## config.mk

```make
export PLATFORM = sky130hd
export DESIGN_NAME = instr_reg_multibeat
export DESIGN_NICKNAME = d
export VERILOG_FILES = /design/src/rtl/cpu_pkg.sv /design/src/rtl/ir_beat_ctr.sv /design/src/rtl/instr_reg_multibeat.sv
export SDC_FILE = /design/constraint.sdc
export NUM_CORES = 1
export LEC_CHECK = 0
export CAP_MARGIN = 20
export CORE_AREA = 2 2 68 70
export CTS_BUF_LIST = sky130_fd_sc_hd__clkbuf_16
export DETAILED_ROUTE_END_ITERATION = 8
export DIE_AREA = 0 0 70 72
export PLACE_DENSITY_LB_ADDON = 0.05
export SETUP_SLACK_MARGIN = 0.02
export SLEW_MARGIN = 15
export SYNTH_ARGS = -nofsm -noshare
export SYNTH_HDL_FRONTEND = slang
export SYNTH_SLANG_ARGS = --single-unit
```

## constraint.sdc

```tcl
create_clock -name clk -period 1.5 [get_ports clk]
set_input_delay 0.45 -clock clk [delete_from_list [all_inputs] [get_ports clk]]
set_output_delay 0.45 -clock clk [all_outputs]
set_load 0.01 [all_outputs]
```

## src/rtl/cpu_pkg.sv

```systemverilog
// Shared definitions for the RISC CPU fetch/decode path.
//   - opcode_e      : 3-bit opcode encodings seen by the controller
//   - DEF_*         : default widths for the instruction register
//   - cnt_width()   : bit width of a modulo-n index, never less than 1
package cpu_pkg;

  typedef enum logic [2:0] {
    HLT = 3'd0,
    SKZ = 3'd1,
    ADD = 3'd2,
    AND = 3'd3,
    XOR = 3'd4,
    LDA = 3'd5,
    STO = 3'd6,
    JMP = 3'd7
  } opcode_e;

  localparam int DEF_DATA_W    = 8;
  localparam int DEF_OPC_W     = 3;
  localparam int DEF_NUM_BEATS = 2;

  function automatic int cnt_width(input int n);
    return (n <= 1) ? 1 : $clog2(n);
  endfunction

endpackage

```

## src/rtl/ir_beat_ctr.sv

```systemverilog
// Modulo-NUM_BEATS beat counter for the instruction register.
//   clk, rst  : clock, synchronous active-high reset
//   inc       : advance to the next beat (wraps after the last one)
//   clr       : return to beat 0; overrides inc
//   beat_idx  : index of the next beat expected
//   last_beat : beat_idx addresses the final beat of the word
module ir_beat_ctr #(
  parameter int NUM_BEATS = 2,
  parameter int CNT_W     = 1
) (
  input  logic             clk,
  input  logic             rst,
  input  logic             inc,
  input  logic             clr,
  output logic [CNT_W-1:0] beat_idx,
  output logic             last_beat
);

  localparam logic [CNT_W-1:0] LAST = CNT_W'(NUM_BEATS - 1);

  assign last_beat = (beat_idx == LAST);

  always_ff @(posedge clk) begin
    if (rst) begin
      beat_idx <= '0;
    end else if (clr) begin
      beat_idx <= '0;
    end else if (inc) begin
      beat_idx <= last_beat ? '0 : beat_idx + CNT_W'(1);
    end
  end

endmodule

```

## src/rtl/instr_reg_multibeat.sv

```systemverilog
// Multi-beat instruction register. Assembles one INSTR_W-bit word from
// NUM_BEATS MSB-first bus beats, commits it atomically and slices it into
// opcode/address fields. The committed word is held while the next one is
// assembled in a separate shadow register.
//   clk, rst    : clock, synchronous active-high reset
//   data        : instruction beat from the memory bus
//   load        : capture data this cycle
//   clr         : abort partial assembly and invalidate the instruction
//   instr       : last committed instruction word
//   opcode      : top OPC_W bits of instr
//   addr        : low ADDR_W bits of instr
//   instr_valid : committed instruction valid
//   instr_done  : one-cycle pulse in the cycle after a commit
//   beat_idx    : index of the next beat expected
module instr_reg_multibeat
  import cpu_pkg::*;
#(
  parameter  int DATA_W    = DEF_DATA_W,
  parameter  int NUM_BEATS = DEF_NUM_BEATS,
  parameter  int OPC_W     = DEF_OPC_W,
  localparam int INSTR_W   = DATA_W * NUM_BEATS,
  localparam int ADDR_W    = INSTR_W - OPC_W,
  localparam int CNT_W     = cnt_width(NUM_BEATS)
) (
  input  logic               clk,
  input  logic               rst,
  input  logic [DATA_W-1:0]  data,
  input  logic               load,
  input  logic               clr,
  output logic [INSTR_W-1:0] instr,
  output logic [OPC_W-1:0]   opcode,
  output logic [ADDR_W-1:0]  addr,
  output logic               instr_valid,
  output logic               instr_done,
  output logic [CNT_W-1:0]   beat_idx
);

  logic [INSTR_W-1:0] shadow;
  logic [INSTR_W-1:0] commit_word;
  logic               accept;
  logic               last_beat;
  logic               commit;

  assign accept = load & ~clr;
  assign commit = accept & last_beat;

  ir_beat_ctr #(
    .NUM_BEATS (NUM_BEATS),
    .CNT_W     (CNT_W)
  ) u_ctr (
    .clk       (clk),
    .rst       (rst),
    .inc       (accept),
    .clr       (clr),
    .beat_idx  (beat_idx),
    .last_beat (last_beat)
  );

  // Upper beats come from the shadow, the final beat straight from the bus,
  // so the whole word lands in instr on one edge. Written as an overlay
  // rather than a concatenation so NUM_BEATS=1 needs no special case.
  always_comb begin
    commit_word               = shadow;
    commit_word[DATA_W-1:0]   = data;
  end

  always_ff @(posedge clk) begin
    if (rst) begin
      shadow      <= '0;
      instr       <= '0;
      instr_valid <= 1'b0;
      instr_done  <= 1'b0;
    end else begin
      instr_done <= commit;
      if (clr) begin
        instr_valid <= 1'b0;
      end else if (accept) begin
        for (int unsigned k = 0; k < NUM_BEATS; k++) begin
          if (beat_idx == CNT_W'(k)) begin
            shadow[INSTR_W-1-k*DATA_W -: DATA_W] <= data;
          end
        end
        if (last_beat) begin
          instr       <= commit_word;
          instr_valid <= 1'b1;
        end
      end
    end
  end

  assign opcode = instr[INSTR_W-1 -: OPC_W];
  assign addr   = instr[ADDR_W-1:0];

endmodule

```

; After elaboration in Yosys (flattened, before gate mapping)
; Index checks and enable logic that the tools add are counted.
[op_classes]
add_sub_neg = 1
n_mux = 1
n_bitwise = 4
n_reduce_logical = 4
[ops]
columns = op, count
row1 = AND reduction 3 bit, 2
row2 = bitwise AND 1 bit, 2
row3 = inverter 1 bit, 2
row4 = AND reduction 2 bit, 1
row5 = OR reduction 2 bit, 1
row6 = "adder 1 bit, second input constant", 1
row7 = two-way mux 1 bit, 1
[totals]
reg_bits = 27
inputBits = 12

; Longest topological paths before layout
[logic_depth]
word_depth = 3
depth_mapped = 3

; Hierarchy
; Synthesis repeated with hierarchy kept, for this count alone.
[hier_totals]
hier_cells = 116
hier_area_um2 = 1217.4
[modules_own_cells]
columns = mod, instances, cells_each, area_per_inst_um2, seq_area_each_um2
row1 = instr_reg_multibeat, 1, 112, 1171.1, 520.5
row2 = ir_beat_ctr, 1, 4, 46.3, 20.0

; Worst setup path after synthesis
; OpenSTA, ideal clock, no wires.
[synth_path]
path_type = input port to flip-flop
start = in clr
end = reg instr[0]
setup_time_ns = 0.120
arrival_ns = 0.927
required_ns = 1.380
slack_ns = 0.453
stages = 3
cell_sequence = nand3b_2 -> buf_6 -> mux2i_1
[synth_between]
elab_chain_cells = 3
[synth_lines]
columns = element, line
row1 = "start, declared", instr_reg_multibeat.sv:29  ; input logic clr,
row2 = inverter 1 bit (no source line) *, --
row3 = bitwise AND 1 bit, instr_reg_multibeat.sv:44  ; assign accept = load & ~clr;
row4 = AND reduction 3 bit (no source line) *, --
row5 = "end signal, assigned", instr_reg_multibeat.sv:84  ; instr <= commit_word;
row6 = "end, declared", instr_reg_multibeat.sv:30  ; output logic [INSTR_W-1:0] instr,
; Mark *: on every way between the ends. The rest lies on a longest branch, timed or not.
; A chain may end at the register's enable or synchronous reset.

; Worst setup path in the final report
[layout_path]
start = in clr
end = reg instr[14]
; The elaborated chain is that of the path after synthesis.

==> summary.txt <==
Global route
  • Vias in the first global route: 834
  • GR Util met2: 0.1608
  • Largest net degree at the start of global routing: 36
  • Met1 usage: 0.1305
  • GRT met3 Usage: 0.02222
  • GRT busiest layer: met2
  • First-pass GRT wire length: 3974 um
  • Global route overflow: 0
  • Global Route Usage Sum: 0.09773
  • Initial antenna violation count: 0

Drt
  • # DRC: 0
  • WL/cell: approximately 11 um
  • Drt via density: 4.184
  • DRT iter0 DRCs: 36
  • Final ANT Viol Nets: 0
  • DRT Pass-1 Iters: 2
  • DR vias: 841
  • Post-Route WL: 2257 um

Critical path
  • Worst EP arrival: about 1600 ps
  • CP max stage cell: clkdlybuf4s50_1
  • Max Fanout on Critical Path: 5
  • Critical path startpoint category: primary input
  • Crit end category: flop
  • WS Path Type: in -> reg
  • Critical Path RT: roughly 1700 ps
  • CP delay by family, top: buffers and inverters
  • CP Cell Sequence: clkdlybuf4s50_1 -> and3b_1 -> mux2i_1
  • Worst Path Buf+Inv: 1
  • Slowest cell delay on critical path: roughly 490 ps

Logic synthesis
  • Ranking of synthesized cells by area: dfxtp_1 (45%), mux2i_1 (20%), nand2b_1 (17%), buf_4 (11%), buf_6 (1.9%)
  • Mapped Area: between 1000 and 1500 um^2
  • Post-Syn Area per Cell: around 11 um^2
  • Cells after Synth: 114
  • Post-synth top area cell: dfxtp_1
  • Post-synth EDFFs: 0
  • Most frequent cells after synthesis: nand2b_1 (32), dfxtp_1 (27), mux2i_1 (24), buf_4 (17)
  • Syn_nets: around 130
  • Synth Register Bits: 27
  • Top-area cell type share of the netlist area: 0.4477
  • Sequential fraction of the synthesis area: 0.4477
  • Top-count cell post-synth: nand2b_1
  • Synthesis warning total: 0
  • Synth cell types: 13
  • Main synth FF type: dfxtp_1
  • Post-synth ARST share: 0

Timing
  • Worst Tran Pin Value: just over 300 ps
  • Tcrit/Tclk final: 0.9442
  • Hold slack: about 480 ps
  • Clock period minus worst slack: around 1400 ps
  • Worst clock skew: 1.597 ps
  • Slew Limit Fails: 0
  • Slew Limit Headroom: 0.7935
  • Achievable Freq: roughly 710 MHz
  • Final Setup Violations: 0
  • Final hold vios: 0
  • RSZ-0062 raised after global routing: yes

Run
  • MaxCap Viol Count: 0

CTS
  • TritonCTS Sinks: 27
  • Reg clk slew, reported paths: about 60 ps
  • CTS Root Cell: clkbuf_16
  • H-tree depth: 1
  • Clock Path Buffers: 2
  • Clk Latency, worst-skew pair: 250 ps
  • TritonCTS clock tree: yes
  • Post-CTS setup repair buffer count: 0
  • TritonCTS Buffers: 3

Final layout
  • # diodes: 0
  • Share of post-route cells with drive strength above 1: 0.08054
  • Cell area after layout: 1693 um^2
  • Number of fill cells: approximately 430
  • Total Nets Final: between 150 and 200
  • Area growth from synthesis to layout: 40.21%

Floorplanning
  • Die W: roughly 70 um
  • Die area: 5040 um^2
  • Starting Density: 0.2832
  • Overall die height: 72 um
  • IO Pins: 47
  • CORE AREA: approximately 4300 um^2
  • Site row count: 24

Worst hold path
  • Hold Path Class: reg -> reg

Place
  • Dpl cell area: 1649 um^2
  • Post-DP HPWL: around 1600 um
  • Gp weighted congestion: between 0.6 and 0.7
  • I/O Buffers: 46

Outcome
  • Outcome: complete, no violations

Power and ir drop
  • VDD IR max: roughly 0.56 mV
  • Static leakage: about 0.86 nW
  • PwrDens: just under 900 nW/um^2
per-layer routing:
metal  part of all wire  up-vias
met5                  0        -
met4             0.0089        0
met3              0.049        2
met2               0.47       24
met1               0.47      389
li1                   -      426
layout make-up:
type	count	area, um^2	area share
flip-flops and latches	27	540.5	0.3193
multi-input cells	65	511.7	0.3023
repair buffers	53	496.7	0.2934
clock buffers	3	75.07	0.04435
well taps	52	65.06	0.03843
clock inverters	1	3.754	0.002217
kinds of logic after synthesis:
| family | count (synthesis) | share of synthesized area |
|---|---|---|
| mux | 24 | 0.1990 |
| flops | 27 | 0.4477 |
| xor+xnor | 1 | 0.007255 |
| buf+inv | 22 | 0.1337 |
| compound gates | 1 | 0.004141 |
| simple gates | 39 | 0.2083 |
path summary, 6_finish.rpt:
kind / from / endpoint / slack, ps / depth (start not counted)
max reg2reg: u_ctr.beat_idx / instr[14] / 370 / 3
min: shadow[11] / instr[11] / 480 / 2
min reg2reg: shadow[11] / instr[11] / 480 / 2
max: clr / instr[14] / 80 / 3
flip-flops by register name (all words and copies together) (netlist names):
register,count
shadow,8
instr_done,1
instr_valid,1
instr,16
u_ctr.beat_idx,1
stage by stage:
step                TNS (ps)  cells    util  setup slack (ps)  total power [mW]
floorplan                  0    114       -             453.1            0.8321
global placement       -2531    197  0.3867            -162.5            0.9059
detailed placement     -3221    197  0.3867            -197.6            0.9072
CTS                        0    201  0.3950             59.77             1.494
global route               0    201  0.3970             18.11             1.537
finish                     0    201  0.3970             83.64             1.467
placed cells by master (no fill, tap or decap):
master            n
mux2i_1          24
nand3b_2          1
dfxtp_1          27
clkbuf_16         3
nand2b_1         32
nand2_1           1
buf_12            2
inv_1             1
nor3_1            3
a21oi_1           1
clkdlybuf4s50_1  10
dlymetal6s2s_1    1
buf_4             5
and3b_1           1
dlygate4sd2_1    35
xnor2_1           1
nor3b_4           1
repair_timing:
| action | CTS | global route |
|---|---|---|
| hold buffers | 0 | 0 |
| resized for setup | 35 | 2 |
| setup endpoints to repair | 35 | 4 |
| hold endpoints to repair | 0 | 0 |
worst reg2reg max path, cell delays in order (launching register included):
cell	delay (ps)
dfxtp_1	320
buf_4	150
and3b_1	360
mux2i_1	220
power breakdown:
part           switching, mW  internal, mW  leakage, nW  total [mW]
sequential           0.00596         0.734        0.219       0.740
combinational         0.0573        0.0858        0.603       0.143
clock                  0.228         0.356       0.0423       0.584
total                  0.291          1.18        0.864        1.47
(Power assumes the default switching activity.)
